--- src/rtl/multicycle_ctrl.sv ---
// multicycle_ctrl
// ---------------
// Control FSM for the multicycle 64-bit RISC-V datapath. One instruction
// moves through FETCH, DECODE, an execute/address state, an optional memory
// state and a writeback state. Every datapath enable, mux select and ALU
// operation comes from this block. An unsupported encoding parks the FSM in
// HALT until reset.
//
// Ports
//   clock, reset           rising-edge clock, asynchronous active-high reset
//   op, funct3, funct7_5   instruction fields taken from the IR
//   z                      ALU zero flag (combinational, used in BRANCH)
//   imem_ready, dmem_ready memory handshakes (only with MC_MEM_WAIT_EN)
//   pc_write, pc_src       PC load enable / PC source (0 = ALU, 1 = ALU-out reg)
//   load_ir                IR and old-PC register load
//   mux_a_sel, mux_b_sel   ALU operand selects
//   ula_sel                ALU operation (1 ADD, 2 SUB, 3 AND, 4 OR, 5 XOR)
//   dmem_write             data memory write strobe
//   regfile_write, wb_sel  register file write and writeback source
//   instr_done             one-cycle pulse in the last state of an instruction
//   halted                 high while in HALT
//   state                  current state code, for debug
//
// Build option
//   MC_MEM_WAIT_EN  when defined, FETCH, MEM_RD and MEM_WR wait for the
//                   memory ready inputs; otherwise both are ignored.

module multicycle_ctrl (
    input  logic       clock,
    input  logic       reset,
    input  logic [6:0] op,
    input  logic [2:0] funct3,
    input  logic       funct7_5,
    input  logic       z,
    input  logic       imem_ready,
    input  logic       dmem_ready,
    output logic       pc_write,
    output logic       pc_src,
    output logic       load_ir,
    output logic [2:0] mux_a_sel,
    output logic [2:0] mux_b_sel,
    output logic [3:0] ula_sel,
    output logic       dmem_write,
    output logic       regfile_write,
    output logic [2:0] wb_sel,
    output logic       instr_done,
    output logic       halted,
    output logic [3:0] state
);

    typedef enum logic [3:0] {
        S_INIT   = 4'd0,
        S_FETCH  = 4'd1,
        S_DECODE = 4'd2,
        S_EXEC_R = 4'd3,
        S_EXEC_I = 4'd4,
        S_ADDR   = 4'd5,
        S_MEM_RD = 4'd6,
        S_MEM_WR = 4'd7,
        S_WB_ALU = 4'd8,
        S_WB_MEM = 4'd9,
        S_BRANCH = 4'd10,
        S_LUI    = 4'd11,
        S_HALT   = 4'd12
    } state_t;

    localparam logic [6:0] OP_R      = 7'b0110011;
    localparam logic [6:0] OP_I      = 7'b0010011;
    localparam logic [6:0] OP_LOAD   = 7'b0000011;
    localparam logic [6:0] OP_STORE  = 7'b0100011;
    localparam logic [6:0] OP_BRANCH = 7'b1100011;
    localparam logic [6:0] OP_LUI    = 7'b0110111;

    localparam logic [3:0] ALU_ADD = 4'd1;
    localparam logic [3:0] ALU_SUB = 4'd2;
    localparam logic [3:0] ALU_AND = 4'd3;
    localparam logic [3:0] ALU_OR  = 4'd4;
    localparam logic [3:0] ALU_XOR = 4'd5;

    state_t     state_q, state_d;
    logic       pc_write_q, pc_write_d;
    logic       pc_src_q, pc_src_d;
    logic       load_ir_q, load_ir_d;
    logic [2:0] mux_a_sel_q, mux_a_sel_d;
    logic [2:0] mux_b_sel_q, mux_b_sel_d;
    logic [3:0] ula_sel_q, ula_sel_d;
    logic       dmem_write_q, dmem_write_d;
    logic       regfile_write_q, regfile_write_d;
    logic [2:0] wb_sel_q, wb_sel_d;
    logic       instr_done_q, instr_done_d;
    logic       halted_q, halted_d;

    logic imem_ok;
    logic dmem_ok;
    logic branch_taken;

`ifdef MC_MEM_WAIT_EN
    assign imem_ok = imem_ready;
    assign dmem_ok = dmem_ready;
`else
    // Without the wait option the memories always complete in one cycle.
    logic unused_ready;
    assign unused_ready = imem_ready | dmem_ready;
    assign imem_ok      = 1'b1;
    assign dmem_ok      = 1'b1;
`endif

    // The ALU operation shared by R-type and I-type; funct7_5 only picks SUB
    // when the caller allows it (I-type always passes 0).
    function automatic logic [3:0] alu_op(input logic [2:0] f3, input logic sub);
        logic [3:0] r;
        r = 4'd0;
        case (f3)
            3'b000:  r = sub ? ALU_SUB : ALU_ADD;
            3'b111:  r = ALU_AND;
            3'b110:  r = ALU_OR;
            3'b100:  r = ALU_XOR;
            default: r = 4'd0;
        endcase
        return r;
    endfunction

    function automatic logic alu_f3_ok(input logic [2:0] f3);
        return (f3 == 3'b000) || (f3 == 3'b100) || (f3 == 3'b110) || (f3 == 3'b111);
    endfunction

    // Branch resolution stays combinational so pc_write follows z within the
    // BRANCH cycle instead of a cycle late.
    assign branch_taken = ((funct3 == 3'b000) & z) | ((funct3 == 3'b001) & ~z);

    // Next-state logic: DECODE validates the opcode and funct3 before
    // committing to a path, so an unsupported encoding never reaches a state
    // that asserts a write enable.
    always_comb begin
        state_d = state_q;
        case (state_q)
            S_INIT:   state_d = S_FETCH;
            S_FETCH:  state_d = imem_ok ? S_DECODE : S_FETCH;
            S_DECODE: begin
                case (op)
                    OP_R:      state_d = alu_f3_ok(funct3) ? S_EXEC_R : S_HALT;
                    OP_I:      state_d = alu_f3_ok(funct3) ? S_EXEC_I : S_HALT;
                    OP_LOAD,
                    OP_STORE:  state_d = (funct3 == 3'b011) ? S_ADDR : S_HALT;
                    OP_BRANCH: state_d = (funct3 == 3'b000 || funct3 == 3'b001) ? S_BRANCH : S_HALT;
                    OP_LUI:    state_d = S_LUI;
                    default:   state_d = S_HALT;
                endcase
            end
            S_EXEC_R: state_d = S_WB_ALU;
            S_EXEC_I: state_d = S_WB_ALU;
            S_ADDR:   state_d = (op == OP_LOAD)  ? S_MEM_RD :
                                (op == OP_STORE) ? S_MEM_WR : S_HALT;
            S_MEM_RD: state_d = dmem_ok ? S_WB_MEM : S_MEM_RD;
            S_MEM_WR: state_d = dmem_ok ? S_FETCH : S_MEM_WR;
            S_WB_ALU: state_d = S_FETCH;
            S_WB_MEM: state_d = S_FETCH;
            S_BRANCH: state_d = S_FETCH;
            S_LUI:    state_d = S_WB_ALU;
            S_HALT:   state_d = S_HALT;
            default:  state_d = S_HALT;
        endcase
    end

    // Output decode of the state being entered. Registering these gives
    // glitch-free Moore outputs that line up with state_q, and an async reset
    // clears every enable at the same instant as the state.
    always_comb begin
        pc_write_d      = 1'b0;
        pc_src_d        = 1'b0;
        load_ir_d       = 1'b0;
        mux_a_sel_d     = 3'd0;
        mux_b_sel_d     = 3'd0;
        ula_sel_d       = 4'd0;
        dmem_write_d    = 1'b0;
        regfile_write_d = 1'b0;
        wb_sel_d        = 3'd0;
        instr_done_d    = 1'b0;
        halted_d        = 1'b0;
        case (state_d)
            S_FETCH: begin
                load_ir_d   = 1'b1;
                mux_a_sel_d = 3'd0;
                mux_b_sel_d = 3'd1;
                ula_sel_d   = ALU_ADD;
                pc_write_d  = 1'b1;
            end
            S_DECODE: begin
                mux_a_sel_d = 3'd2;
                mux_b_sel_d = 3'd3;
                ula_sel_d   = ALU_ADD;
            end
            S_EXEC_R: begin
                mux_a_sel_d = 3'd1;
                mux_b_sel_d = 3'd0;
                ula_sel_d   = alu_op(funct3, funct7_5);
            end
            S_EXEC_I: begin
                mux_a_sel_d = 3'd1;
                mux_b_sel_d = 3'd2;
                ula_sel_d   = alu_op(funct3, 1'b0);
            end
            S_ADDR: begin
                mux_a_sel_d = 3'd1;
                mux_b_sel_d = 3'd2;
                ula_sel_d   = ALU_ADD;
            end
            S_MEM_WR: begin
                dmem_write_d = 1'b1;
                instr_done_d = 1'b1;
            end
            S_WB_ALU: begin
                regfile_write_d = 1'b1;
                wb_sel_d        = 3'd0;
                instr_done_d    = 1'b1;
            end
            S_WB_MEM: begin
                regfile_write_d = 1'b1;
                wb_sel_d        = 3'd1;
                instr_done_d    = 1'b1;
            end
            S_BRANCH: begin
                mux_a_sel_d  = 3'd1;
                mux_b_sel_d  = 3'd0;
                ula_sel_d    = ALU_SUB;
                pc_src_d     = 1'b1;
                instr_done_d = 1'b1;
            end
            S_LUI: begin
                mux_a_sel_d = 3'd3;
                mux_b_sel_d = 3'd2;
                ula_sel_d   = ALU_ADD;
            end
            S_HALT: begin
                halted_d = 1'b1;
            end
            default: begin
                halted_d = 1'b0;
            end
        endcase
    end

    // State and registered outputs share one register bank.
    always_ff @(posedge clock or posedge reset) begin
        if (reset) begin
            state_q         <= S_INIT;
            pc_write_q      <= 1'b0;
            pc_src_q        <= 1'b0;
            load_ir_q       <= 1'b0;
            mux_a_sel_q     <= 3'd0;
            mux_b_sel_q     <= 3'd0;
            ula_sel_q       <= 4'd0;
            dmem_write_q    <= 1'b0;
            regfile_write_q <= 1'b0;
            wb_sel_q        <= 3'd0;
            instr_done_q    <= 1'b0;
            halted_q        <= 1'b0;
        end else begin
            state_q         <= state_d;
            pc_write_q      <= pc_write_d;
            pc_src_q        <= pc_src_d;
            load_ir_q       <= load_ir_d;
            mux_a_sel_q     <= mux_a_sel_d;
            mux_b_sel_q     <= mux_b_sel_d;
            ula_sel_q       <= ula_sel_d;
            dmem_write_q    <= dmem_write_d;
            regfile_write_q <= regfile_write_d;
            wb_sel_q        <= wb_sel_d;
            instr_done_q    <= instr_done_d;
            halted_q        <= halted_d;
        end
    end

    // The fetch strobes are suppressed while instruction memory is not ready,
    // and a waiting store only retires in the cycle its memory accepts it.
    assign pc_write      = (pc_write_q & imem_ok) | ((state_q == S_BRANCH) & branch_taken);
    assign load_ir       = load_ir_q & imem_ok;
    assign instr_done    = instr_done_q & ((state_q != S_MEM_WR) | dmem_ok);
    assign pc_src        = pc_src_q;
    assign mux_a_sel     = mux_a_sel_q;
    assign mux_b_sel     = mux_b_sel_q;
    assign ula_sel       = ula_sel_q;
    assign dmem_write    = dmem_write_q;
    assign regfile_write = regfile_write_q;
    assign wb_sel        = wb_sel_q;
    assign halted        = halted_q;
    assign state         = state_q;

endmodule

--- config.mk ---
export PLATFORM = sky130hd
export DESIGN_NAME = multicycle_ctrl
export DESIGN_NICKNAME = d
export VERILOG_FILES = /design/src/rtl/multicycle_ctrl.sv
export SDC_FILE = /design/constraint.sdc
export NUM_CORES = 1
export LEC_CHECK = 0
export ABC_AREA = 1
export CORE_MARGIN = 4
export CORE_UTILIZATION = 45
export CTS_CLUSTER_SIZE = 28
export DETAILED_ROUTE_END_ITERATION = 12
export DONT_BUFFER_PORTS = 1
export SLEW_MARGIN = 30
export SYNTH_ARGS = -nofsm -noshare
export SYNTH_HDL_FRONTEND = slang
export SYNTH_SLANG_ARGS = --single-unit
--- constraint.sdc ---
create_clock -name clock -period 4.5 [get_ports clock]
set_input_delay 0.675 -clock clock [delete_from_list [all_inputs] [get_ports clock]]
set_output_delay 0.675 -clock clock [all_outputs]
set_load 0.02 [all_outputs]
Word level (Yosys, flattened, before mapping):

Index checks and enable logic that the tools add are counted.

* register bits after elaboration: 23
* latch bits: 0
* RAM bits: 0
* ROM bits: 0
* input port bits: 16
* output and inout bits: 24
* word-level logic and storage cells: 85
* memories: 0

* add/sub/neg operators: 0
* multiply operators: 0
* divide/modulo/power cells: 0
* $lt $le $gt $ge: 0
* eq/ne operators: 33
* shift-type cells: 0
* mux-type cells: 21
* bitwise logic cells: 6
* reduce and logical (&&, ||, !) cells: 14

Operators with widths (number)
* $eq A4 B4 Y1 const B: 9
* $pmux W3 S4: 3
* $eq A4 B3 Y1 const B: 7
* $pmux W4 S6: 1
* $eq A7 B6 Y1 const B: 3
* $mux W4: 5
* $pmux W4 S5: 1
* $eq A4 B2 Y1 const B: 4
* $pmux W2 S3: 2
* $reduce_or A4 Y1: 3
* $eq A3 B3 Y1 const B: 3
* $eq A4 B1 Y1 const B: 2
* $eq A7 B2 Y1 const B: 1
* $eq A7 B5 Y1 const B: 1
* $eq A7 B7 Y1 const B: 1
* $mux W1: 7
* $reduce_or A3 Y1: 2
* $reduce_or A5 Y1: 1
* $logic_not A4 Y1: 1
* $logic_or A1 B1 Y1: 4
* $reduce_or A2 Y1: 2
* $and A1 B1 Y1: 3
* $eq A3 B1 Y1 const B: 1
* $eq A3 B2 Y1 const B: 1
* 5 further kinds: 6

Depth between registers and ports, before layout:

Gate-level depths: netlist of run 1.

* depth in word-level cells: 10
* depth in mapped cells: 15

Worst setup path before layout of run 1:

Ideal clock, no wire load.

* path kind: input -> register
* start point: input op[0]
* end point: register ula_sel_q[0] (netlist: ula_sel[0])
* setup time: 0.068 ns
* arrival time: 1.828 ns
* slack: 2.603 ns
* stages on the path: 11
* path through: nand2_1 nor2_4 nand2_2 a21oi_1 inv_1 nand2_2 nand2_4 clkinv_4 nand3_4 or2_0 nand3_1

* word-level cells in the longest chain between the ends: 7
* elaborated cells between the ends (all ways): 20

RTL lines
* start, declared: RTL line 31 `input logic [6:0] op,`
* $eq A7 B2 Y1 or $eq A7 B6 Y1 (tied branches): RTL line 140, 152, 153
* $reduce_or A2 Y1 or $mux W4 (tied branches): RTL line 140, 153
* $pmux W4 S5 or $mux W4 (tied branches): RTL line 140, 152
* $pmux W4 S6 (*): RTL line 136 `case (state_q)`
* net state_d[1]: RTL line 80 `state_t state_q, state_d;`
* $eq A4 B4 Y1 (tied with other cells): RTL line 180 `case (state_d)`
* $reduce_or A4 Y1 (no line)
* $pmux W3 S4 (*): RTL line 180
* net ula_sel_d[0]: RTL line 86 `logic [3:0] ula_sel_q, ula_sel_d;`
* end signal, assigned: RTL line 265 `ula_sel_q <= ula_sel_d;`
* end, declared: RTL line 86

Mark *: on every way through the listed nets, which the timed path passes. The rest lies on a longest branch.

Worst setup path in the final report of run 1:

* start point: register state_q[3] (netlist: state[3])
* end point: output pc_write

* word-level cells in the longest chain between the ends: 3

RTL lines
* start, declared: RTL line 80
* start signal, assigned: RTL line 259 `state_q <= state_d;`
* $eq A4 B4 Y1: RTL line 276 `assign pc_write = (pc_write_q & imem_ok) | ((state_q == S_BRANCH) & branch_taken);`
* $and A1 B1 Y1: RTL line 276
* $or A1 B1 Y1: RTL line 276
* end, declared: RTL line 37 `output logic pc_write,`

Every way passes these cells.

==> results.txt, run 1 <==
The critical path class is register to output port. The worst register-to-register path ends at mux_b_sel[1]. For this design the ratio of total power to cell area is 220 mW/mm^2. After routing, the total negative slack on setup checks comes to 0 ns. Entering global routing, the biggest net connects 19 pins.

The maximum clock skew at final layout came out at 0.00377 ns. The run finished with clean final reports. The critical path data required time came out at 3.83 ns. Setup repair after global routing left no endpoint under its margin. The proportion of layout cells with a drive suffix above 1 came out at 0.190. In this run, distinct cell masters in the synthesized netlist total 28. The final net count is 191. The total count of max-transition violations in the final report came out at 0. For the worst setup path, the data arrival time is 1.60 ns. The path class of the tightest hold or removal check is primary input to async pin.

The slack of the worst reg-to-reg path is 2.56 ns. Summing every instance area after synthesis gives 0.00121 mm^2. For this block, the via count after detailed routing is 996.

In the synthesized netlist the dominant register cell turns out to be sky130_fd_sc_hd__dfrtp_1. The wire length of the first global-routing pass is 3820 um. The average vias per placed instance came out at 4.88. The combined global-route utilization of all metal layers came out at 0.136. The remaining number of nets flagged by the antenna check after routing is 0. In the layout the commonest cells are sky130_fd_sc_hd__nand2_1, sky130_fd_sc_hd__inv_1, sky130_fd_sc_hd__nand3_1, sky130_fd_sc_hd__dfrtp_1, sky130_fd_sc_hd__nor2_1. The largest individual stage delay along the critical path comes from the cell sky130_fd_sc_hd__dfrtp_1.

The leakage power total came out at 0.000724 uW. The initial DRC count came out at 37. The count of clock tree sinks is 18. The clock insertion delay at the later pin of the skew report is 0.28 ns. The filler cell count is 257. The smallest setup slack after layout is 2.23 ns. The horizontal die dimension came out at 59.9 um. The initial cell density of the core is 0.480.

The worst setup path is captured at an output port. The most common cell after layout, fill and taps aside is sky130_fd_sc_hd__nand2_1. Once layout is done, the placed cells without fillers occupy 0.00126 mm^2.

The buffer depth of the longest clock path came out at 2. The tightest hold margin is 0.353 ns. In this run the critical register-to-register path is launched from state[3]. The routed wire length came out at 2260 um. For this run, the register share of the synthesized area comes to 0.372. The DRC violations left came out at 0. TritonCTS built the clock tree. In the final routed layout, each cell accounts on average for 11.1 um.

Detailed placement ended at an HPWL of 1880 um. The max-cap violation count came out at 0. STA classifies the critical path startpoint as a register. During I/O placement, the number of pins put on the boundary was 40.

During synthesis, Yosys emitted a total of 0 warnings. The maximum resistive drop on vdd came out at 0.205 mV. The count of H-tree levels built during CTS came out at 1.

The top achievable clock speed came out at 440 MHz. The post-layout utilization of the core is 0.500. The area used by multi-input combinational logic is 608 um^2. The worst pin sits at a relative slew slack of 0.577.

The per-instance average area after synthesis came out at 7.08 um^2. The number of gates resized after CTS came out at 0. The growth of design area from synthesis to finish is 4.24%. The die outline area is 0.00358 mm^2.

Summing all flip-flop and latch instances after layout gives 450 um^2. Walking the worst path, the cells encountered are inv_2 > nor2_1 > nand3_1 > a21oi_1 > a21o_1. Buffers added to address setup during post-CTS repair amount to 0.

At the end of routability-driven placement, the weighted congestion stood at 0.760. The final hold violation count came out at 0. After clock tree synthesis, the clock-pin slew on the worst setup and hold paths is 0.09 ns. Setup violations remaining at the end of the flow were counted as 0. The initialized floorplan defines 18 standard-cell rows. The total CTS buffers came out at 3. For this run, asynchronously set or reset flops after synthesis account for 1.00. The core region area is 0.00252 mm^2. The highest fanout seen on the critical path is 7. The remaining global-route overflow came out at 0. The final cycle utilization of the critical path is 0.505. The number of buffers added to fix hold violations after cts is 0. The maximum single-stage delay on the critical path is 0.64 ns. Subtracting the final worst setup slack from the clock period gives 2.27 ns. The number of buffers inserted by port buffering came out at 0. The post-detailed-placement cell area came out at 0.00122 mm^2.

The flip-flop and latch count after synthesis came out at 18. The diode insertion count for antenna repair is 0. Measured in cells, the most critical reg-to-reg path has a length of 9. The number of global-route vias before repair is 920. The transition time of the tightest slew-check pin came out at 0.634 ns. The number of antenna violations at the first check in global routing is 0. The number of instances in the synthesized netlist is 171. In this run, synthesis inferred 0 flip-flops with an integrated enable. The die is 59.9 um tall. The number of detailed-route iterations in the first pass is 5.

The pre-CTS worst setup slack came out at 2.42 ns. CTS placed an instance of sky130_fd_sc_hd__clkbuf_4 at the clock tree root.
[synthesized netlist by cell type, drive strengths merged, types with 2 or more instances]
master / count / area (um^2)
nand2: 49 / 211
inv: 31 / 116
nor2: 23 / 111
nand3: 22 / 128
dfrtp: 18 / 450
buf: 5 / 37.5
a21oi: 4 / 20.0
nand4: 4 / 25.0
nor3: 3 / 36.3
o21ai: 3 / 15.0
clkinv: 2 / 12.5
or2: 2 / 12.5
[per-layer routing]
metal	vias to the layer above	track usage	wire length, um
met2	23	0.227	1090
met4	0	0.0570	41
met3	4	0.0151	94
li1	529	-	-
met5	-	0	0
met1	440	0.178	1040
[registers in the layout (all words and copies together) (netlist names)]
signal         cells
state              4
instr_done         1
mux_a_sel          2
regfile_write      1
ula_sel            3
halted             1
load_ir            1
dmem_write         1
mux_b_sel          2
wb_sel             1
pc_src             1
[how the worst max path moves through the flow]
stage	start	end	slack (ns)
finish	state[3]	pc_write	2.23
global route	state[3]	pc_write	2.12
CTS	state[3]	pc_write	2.22
detailed placement	op[0]	ula_sel[0]	2.42
global placement	op[0]	ula_sel[0]	2.44
floorplan	op[0]	ula_sel[0]	2.60
[critical path, delay by kind of cell (launching register included)]
family,cells,cell delay (ns)
AOI/OAI and AO/OA,2,0.38
buffers and inverters,1,0.10
DFF,1,0.64
and+or+nand+nor,2,0.19
[power breakdown]
group          leakage, uW  internal, uW  switching [uW]  total, uW
clock            0.0000210          49.2            44.1       93.3
combinational     0.000467          4.97            17.1       22.1
sequential        0.000236           162               0        162
total             0.000724           216            61.3        277
[logic make-up after synthesis]
kind of cell,count (synthesis),synth area share
other cells,1,0.00310
compound gates,10,0.0486
buf+inv,38,0.138
simple gates,104,0.438
flops,18,0.372
[layout make-up]
cell class / count / share of cell area
Tap cell: 30 / 0.0298
Inverter: 33 / 0.102
Clock buffer: 4 / 0.0288
Sequential cell: 18 / 0.357
Multi-Input combinational cell: 119 / 0.482
[stage by stage]
| stage | std cells | total power [uW] |
|---|---|---|
| 2_1_floorplan | 175 | 187 |
| 3_3_place_gp | 200 | 187 |
| 3_5_place_dp | 200 | 187 |
| 4_1_cts | 204 | 281 |
| 5_1_grt | 204 | 291 |
| 6_report | 204 | 277 |
Note: power is estimated with default switching activity, not from simulation.
==> run 2, diff against run 1 <==
Clock period 4.5 ns to 2.4 ns, I/O delays scaled along.
==> results.txt, run 2 (same netlist as run 1, synthesis figures left out) <==
The flow ran to the end, and the final reports show no timing, DRC or antenna violations. The number of core rows came to 18 (unchanged). The initial cell density of the core came out at 0.480 (unchanged). The combined global-route utilization of all metal layers is 0.134 (-0.00268).

The post-layout utilization of the core came out at 0.500 (unchanged). The filler cell count came out at 248 (-3.5%). The routability congestion estimate from global placement is 0.781 (+2.8%). The initial DRC count came to 12 (-68%). The DRC violations left is 0 (unchanged). The final net count came out at 191 (unchanged).

The total CTS buffers is 3 (unchanged). In this run the worst hold path is classified as primary input to async pin. The category of cells accounting for the largest share of critical-path delay is flip-flops. The number of detailed-route iterations in the first pass is 4 (-1). The worst path arrival time was 1.60 ns (about the same).

The vertical extent of the die is 59.9 um (unchanged). The leakage power total is 0.000724 uW (unchanged). Setup repair after global routing left no endpoint under its margin.

The largest net degree at the start of global routing came out at 19 (unchanged). The number of buffers added to fix hold violations after cts came out at 0 (unchanged). The top achievable clock speed came out at 511 MHz.

The remaining global-route overflow came out at 0 (unchanged). The count of H-tree levels built during CTS is 1 (unchanged). The CTS root buffer is sky130_fd_sc_hd__clkbuf_4. The flip-flop count of the largest register, all copies and words added came to 4 (unchanged). The library cell used most frequently in the layout, excluding fill and tap cells, is sky130_fd_sc_hd__nand2_1.

The number of buffers and inverters on the critical path came out at 1 (unchanged). The final-layout setup total negative slack is 0 ns (unchanged). The sequential cell area came out at 450 um^2 (unchanged). The total count of max-transition violations in the final report came out at 0 (unchanged). The post-CTS repair timing setup buffer count is 0 (unchanged). The number of gates resized after CTS was 0 (unchanged). The worst setup path is launched from a register. The power density over the cells came to 413 mW/mm^2 (+88%). The shortest period the worst path allows came out at 1.96 ns. The final cycle utilization of the critical path came out at 0.815. The count of final setup violators is 0 (unchanged). The growth of design area from synthesis to finish was 4.24% (unchanged).

The count of clock tree sinks is 18 (unchanged). The CTS tree is built. In the layout the commonest cells are sky130_fd_sc_hd__nand2_1, sky130_fd_sc_hd__inv_1, sky130_fd_sc_hd__nand3_1, sky130_fd_sc_hd__dfrtp_1, sky130_fd_sc_hd__nor2_1. The core region area is 0.00252 mm^2 (unchanged). The die outline area came out at 0.00358 mm^2 (unchanged). The routed wire length is 2340 um (+3.3%). The clock insertion delay at the later pin of the skew report came out at 0.28 ns (about the same). The max-cap violation count is 0 (unchanged). The pre-CTS worst setup slack is 0.505 ns (-1.92 ns). The number of antenna violations at the first check in global routing came out at 0 (unchanged). Walking the worst path, the cells encountered are inv_2 > nor2_1 > nand3_1 > a21oi_1 > a21o_1.

The maximum clock skew at final layout is 0.00448 ns (+0.000713 ns). The relative slew slack is 0.576 (-0.000903). The diode insertion count for antenna repair came out at 0 (unchanged). The transition time of the tightest slew-check pin was 0.635 ns (+0.00135 ns).

The area used by multi-input combinational logic was 608 um^2 (unchanged). The buffer depth of the longest clock path came to 2 (unchanged). The total via count in the routed design is 1015 (+1.9%).

The sort of element at the end of the critical path is an output port. The smallest setup slack after layout is 0.444 ns (-1.78 ns). The wire length of the first global-routing pass came out at 3730 um (-2.2%).

The proportion of layout cells with a drive suffix above 1 was 0.190 (unchanged). The maximum single-stage delay on the critical path is 0.62 ns (-0.02 ns). The final hold violation count is 0 (unchanged). The clock-pin transition on the worst setup and hold timing paths is 0.10 ns (about the same).

The overall power after layout came out at 521 uW (+88%). The wire length per cell after detailed routing came out at 11.4 um (+3.3%). The number of global-route vias before repair came out at 906 (-1.5%). The number of top-level design ports is 40 (unchanged). The critical path class is register to output port. The tightest hold margin is 0.0367 ns (-0.316 ns). The remaining number of nets flagged by the antenna check after routing is 0 (unchanged). The maximum resistive drop on vdd is 0.389 mV (+89%). The average vias per placed instance was 4.98 (+1.9%). The number of buffers inserted by port buffering is 0 (unchanged). The largest individual stage delay along the critical path comes from the cell sky130_fd_sc_hd__dfrtp_1.

The critical path data required time came out at 2.04 ns (-1.79 ns). The highest fanout seen on the critical path is 7 (unchanged). The half-perimeter wire length after placement is 1940 um (+3.2%).

The horizontal die dimension came out at 59.9 um (unchanged).
[run 2: cell counts in the layout (fill, tap and decap cells not counted)]
No cell type changed its count.
[run 2: through the flow]
step,std cells,instance area [um^2]
2_1_floorplan,175,1220
3_3_place_gp,200,1220
3_5_place_dp,200,1220
6_report,204,1260
4_1_cts,204,1260
5_1_grt,204,1260
[run 2: path summary, 6_finish.rpt]
kind,startpoint,end,slack (ns),cells past startpoint
max,state[3],pc_write,0.44,5
min,reset,mux_b_sel[0],0.04,1
max reg2reg,state[3],ula_sel[1],0.48,11
min reg2reg,state[0],wb_sel[0],0.78,1
max in group asynchronous,reset,mux_a_sel[1],1.96,1
min in group clock,funct3[2],ula_sel[2],0.18,2
[run 2: power breakdown]
part | total (uW) | leakage (uW) | switching [uW] | internal (uW)
clock network | 177 | 0.0000210 | 84.6 | 92.3
registers | 303 | 0.000236 | 0 | 303
logic | 41.5 | 0.000467 | 32.2 | 9.31
[run 2: cell type report]
class                      count  share of cell area
tap                           30              0.0298
sequential                    18               0.357
clock buffer                   4              0.0288
inverter                      33               0.102
multi-input combinational    119               0.482
[run 2: worst register-to-register path: cells and delay by family, from the launching register on]
kind                   cells  cell delay, ns
buffers and inverters      2            0.19
flip-flops                 1            0.55
AND/OR/NAND/NOR            9            1.13
[run 2: layer usage]
| layer | track usage | vias to the layer above | wire [um] |
|---|---|---|---|
| met3 | 0.0151 | 2 | 125 |
| met1 | 0.169 | 452 | 1030 |
| met4 | 0.0475 | 0 | 23 |
| met2 | 0.233 | 33 | 1160 |
| met5 | 0 | - | 0 |
| li1 | - | 528 | - |
==> run 3, diff against run 2 <==
Clock period 2.4 ns to 1.8 ns, I/O delays scaled along.
==> results.txt, run 3 (same netlist as run 1, synthesis figures left out) <==
The routability congestion estimate from global placement is 0.790 (+1.2%). The post-route non-filler standard cell count was 219 (+7.4%). The largest net degree at the start of global routing came out at 19 (unchanged). The final hold violation count is 0 (unchanged). The tightest hold margin is 0.103 ns (+0.0665 ns). The shortest period the worst path allows is 1.69 ns. The top cell types in the final layout, fill and taps aside, are sky130_fd_sc_hd__nand2_1, sky130_fd_sc_hd__inv_1, sky130_fd_sc_hd__nand3_1, sky130_fd_sc_hd__nor2_1, sky130_fd_sc_hd__dfrtp_1.

The horizontal die dimension came out at 59.9 um (unchanged). The number of detailed-route iterations in the first pass is 6 (+2). The count of final setup violators is 0 (unchanged).

The count of clock tree sinks came out at 18 (unchanged). The count of H-tree levels built during CTS came out at 1 (unchanged). STA classifies the critical path endpoint as a register. The initial cell density of the core is 0.480 (unchanged). The number of top-level design ports came out at 40 (unchanged). The vertical extent of the die is 59.9 um (unchanged). The DRC violations left is 0 (unchanged). The critical path data required time came out at 2.02 ns (-0.02 ns). The number of buffers inserted by port buffering came to 0 (unchanged). The worst path arrival time is 1.91 ns (+0.31 ns).

The number of antenna violations at the first check in global routing came out at 0 (unchanged). The net switching power of the design came to 157 uW (+34%). The instance count after placement with tap cells included is 205 (+2.5%).

The area used by multi-input combinational logic came out at 626 um^2 (+2.9%). The remaining number of nets flagged by the antenna check after routing came to 0 (unchanged). The maximum resistive drop on vdd is 0.536 mV (+38%). The buffer depth of the longest clock path came out at 2 (unchanged). The cell sitting at the root of the clock tree is a sky130_fd_sc_hd__clkbuf_4.

The final cycle utilization of the critical path is 0.939. The transition time of the tightest slew-check pin is 0.636 ns (+0.00124 ns). The total CTS buffers came out at 3 (unchanged).

The initial DRC count is 35 (+23). The leakage power total was 0.000798 uW (+10%). The part of the power in the clock network came out at 0.338 (about the same). The max-cap violation count is 0 (unchanged).

The wire length of the first global-routing pass came out at 3930 um (+5.4%). The part of the total power dissipated in sequential elements came out at 0.578 (-0.003). The power share of the combinational group came out at 0.084 (+0.004).

The wire length per cell after detailed routing came out at 11.4 um (-0.19%). The pre-CTS worst setup slack is 0.0671 ns (-0.438 ns). The maximum clock skew at final layout was 0.00816 ns (+0.00368 ns). The most common cell after layout, fill and taps aside is sky130_fd_sc_hd__nand2_1. The power density over the cells is 500 mW/mm^2 (+21%).

Traced cell by cell, the critical path runs through buf_4 > nor2_4 > nand2_2 > nor3_4 > nor2_2 > nand2_4 > nand2_4 > clkinv_4 > nand3_4 > or2_0 > nand3_1. The diode insertion count for antenna repair came out at 0 (unchanged). Setup repair after global routing could not meet its margin everywhere. The clock-pin transition on the worst setup and hold timing paths came out at 0.10 ns (about the same). The clock insertion delay at the later pin of the skew report was 0.28 ns (about the same). The sequential cell area came out at 454 um^2 (+0.83%).

The maximum single-stage delay on the critical path is 0.41 ns (-0.21 ns). The number of global-route vias before repair is 936 (+3.3%). The cell-internal power is 542 uW (+34%).

The most numerous cell type found on the critical path is sky130_fd_sc_hd__nand2_4. The highest fanout seen on the critical path is 6 (-1). The total via count in the routed design is 1070 (+5.4%). The number of core rows came out at 18 (unchanged). The core region area was 0.00252 mm^2 (unchanged). The total count of max-transition violations in the final report came to 0 (unchanged). The proportion of layout cells with a drive suffix above 1 is 0.280 (+0.0908). The half-perimeter wire length after placement is 1960 um (+0.69%). The run finished with clean final reports. The final net count came out at 206 (+7.9%). The filler cell count is 243 (-2.0%). The routed wire length came out at 2500 um (+7.2%). The worst setup path is launched from a register. TritonCTS built the clock tree. The die outline area is 0.00358 mm^2 (unchanged). The critical path class is register to register. The average vias per placed instance is 4.89 (-1.8%).

The flip-flop count of the largest register, all copies and words added is 4 (unchanged). The proportion of total power due to net switching came out at 0.224 (about the same). The remaining global-route overflow is 0 (unchanged). The worst hold path belongs to the class primary input to register. Compared with the post-synthesis result, the final layout area differs by 15.5%. The relative slew slack is 0.575 (-0.000830).

The smallest setup slack after layout is 0.110 ns (-0.334 ns). The combined global-route utilization of all metal layers is 0.141 (+0.00758). The cell with the largest stage delay on the worst path is sky130_fd_sc_hd__dfrtp_1. The top achievable clock speed came out at 592 MHz.
[run 3: what timing repair did]
item,4_1_cts,5_1_grt
endpoints found under the setup margin,0,5
hold buffers,1,0
endpoints found under the hold margin,18,0
resized for setup,0,7
setup buffers,0,9
[run 3: through the flow]
step	setup TNS [ns]	cell area (um^2)	utilization	total power [uW]
6_report	0	1400	0.554	698
5_1_grt	-0.0418	1400	0.554	734
4_1_cts	0	1310	0.519	706
3_5_place_dp	0	1260	0.500	469
3_3_place_gp	0	1260	0.500	468
2_1_floorplan	0	1220	-	468
[run 3: path summary, 6_finish.rpt]
check	startpoint	end	slack (ns)	depth (start not counted)
min	funct3[2]	ula_sel[2]	0.10	2
max	state[3]	ula_sel[0]	0.11	11
min in group asynchronous	reset	regfile_write	0.51	2
min reg2reg	state[0]	wb_sel[0]	0.56	1
max in group asynchronous	reset	state[1]	0.85	2
max reg2reg	state[3]	ula_sel[0]	0.11	11
[run 3: final cells by class]
cell class / count / area share
sequential: 18 / 0.325
clock buffer: 4 / 0.0260
inverter: 33 / 0.0922
tap: 30 / 0.0269
multi-input combinational: 119 / 0.448
timing repair buffer: 15 / 0.0824
[run 3: routing by layer]
metal  vias up  wire length [um]  track usage
met5         -                 0            0
met2        32              1230        0.242
met1       471              1140        0.184
li1        565                 -            -
met3         2               106       0.0151
met4         0                17       0.0475
[run 3: power by group through the flow]
stage / Clock, uW / Sequential, uW / Combinational, uW
3_3_place_gp: 0 / 412 / 56.1
2_1_floorplan: 0 / 412 / 56.0
4_1_cts: 243 / 404 / 59.0
5_1_grt: 263 / 404 / 67.0
6_report: 236 / 404 / 58.4
3_5_place_dp: 0 / 412 / 57.2
[run 3: critical path, delay by kind of cell (launching register included)]
| kind | cells | cell delay, ns |
|---|---|---|
| buffers and inverters | 2 | 0.25 |
| AND/OR/NAND/NOR | 9 | 0.98 |
| flip-flops | 1 | 0.41 |
==> RTL edit, RTL diff (flow settings as in run 2) <==
The option `MC_MEM_WAIT_EN` is turned on by a define.
--- a/src/rtl/multicycle_ctrl.sv
+++ b/src/rtl/multicycle_ctrl.sv
@@ -25,4 +25,6 @@
 //   MC_MEM_WAIT_EN  when defined, FETCH, MEM_RD and MEM_WR wait for the
 //                   memory ready inputs; otherwise both are ignored.
+
+`define MC_MEM_WAIT_EN
 
 module multicycle_ctrl (
Function: changed (a bounded check fails within 4 cycles, from zero or initial values and one cycle with reset high).
==> RTL edit against run 2 <==
Sequential cell count did not move. Via count rose by 7.0%. Maximum frequency fell by 3.9%. Clock skew fell by 0.0023 ns. Final area rose by 4.8%. Wire length rose by 9.3%. Sequential share of layout area fell by 1.6 points. Synthesized area rose by 5.4%. Worst hold slack improved by 0.0088 ns. Final cell count rose by 4.9%. Setup slack got worse by 0.079 ns. Critical endpoint unchanged.
Power is not compared: it rests on default switching activity, and its combinational part moved more than twofold at a synthesized area within 25%.
==> RTL edit: results <==
[logic_synthesis]
synthAdderAreaFrac_pct = 0
synth-compound-area-share_pct = 6.771
yosys-mux-area-fraction_pct = 0.8832
synth_xor_area_share_pct = 0
synth.area.top_cells = "dfrtp_1, nand2_1, nand3_1, inv_1, nor2_1"
synth_top_flop_cell = "dfrtp_1"
synth.avg_cell_area_um2 = 7.083
ys_seq_area_share_pct = 35.33
ys_types = 26
yosysWarningCount = 0
ys_top_cells_by_count = "nand2_1, inv_1, nor2_1"
synth_top_family_by_area = "simple AND/OR/NAND/NOR gates"
async_flop_share_pct = 100.0

[sta]
final-hold-violation-count = 0
maxSlewHeadroom_pct = 57.18
skew_ns = 0.002141
final_max_slew_viol_count = 0
hold_slack_ns = 0.04551
layout_setup_ws_ns = 0.3648

[power_and_ir_drop]
ir_worst_vdd_mv = 0.6699

[final_layout]
num-nets-final = 201
diodes = 0
largest_reg_flops = 4
drive_above_1_share_pct = 19.67

[floorplan]
die_x_um = 61.23

[route]
dr.pass1.iters = 4
vias = 1086
route.met2.wl_mm = 1.184
wl_met3_um = 219
drt_iter0_drc = 53
vias_per_cell = 5.075
m1WireLength_mm = 1.133
maxUsedRoutingLayer = "met4"
wl_mm = 2.552

[worst_setup_path]
arrival_ns = 1.68
rrSetupSlack_ns = 0.56
crit_family = "flip-flops"
worstSetupStartpoint = "state[1]$_DFF_PP0_"
max_stage_delay_ns = 0.58
slowest_stage = "dfrtp_1"
reg2reg_to = "ula_sel[0]$_DFF_PP0_"
critical_path_class = "register to output pin"
rr_worst_depth = 10

[global_routing]
grt_antenna_before_repair = 0
grt_max_degree = 19
grt_pass1_vias = 1000
grt_pass1_wl_mm = 4.222
grt_use_total_pct = 14.58

[clocking]
post_cts_resized = 0
clock_latency_ns = 0.28
htree_levels = 1
root_buffer = "clkbuf_4"

[status]
status = "finished, final reports clean"

[placement]
gp_congestion = 0.8683
pre_cts_slack_ns = 0.5887
dp.cells = 211
hpwlAfterDp_mm = 2.157
place_area_um2 = 1299
## RTL edit: cell types whose count changed in the layout (fill, tap and decap cells not counted), moves of 2 or more
cell	before	now
nand4_1	4	2
nand2_1	42	44
nor2_1	17	20
o41ai_1	0	2
inv_2	10	7
nor3_1	0	2
nor2_2	4	2
inv_1	21	25
nor2_4	2	6
## RTL edit: report_power, final
group          total, mW  internal (mW)  switching, mW
sequential         0.614          0.413          0.201
combinational      0.785          0.251          0.534
clock              0.137         0.0581         0.0786
## RTL edit: routing by layer
layer  vias to the layer above  GRT usage (%)
li1                        561              -
met1                       483          19.74
met2                        40          23.72
met3                         2          2.935
met4                         0          3.715
met5                         -              0
## RTL edit: cell type report
class,instances,area [um^2]
Tap cell,31,38.79
Multi-Input combinational cell,128,676.9
Fill cell,283,1413
Inverter,33,125.1
Timing Repair Buffer,1,7.507
Sequential cell,18,450.4
Clock buffer,3,22.52
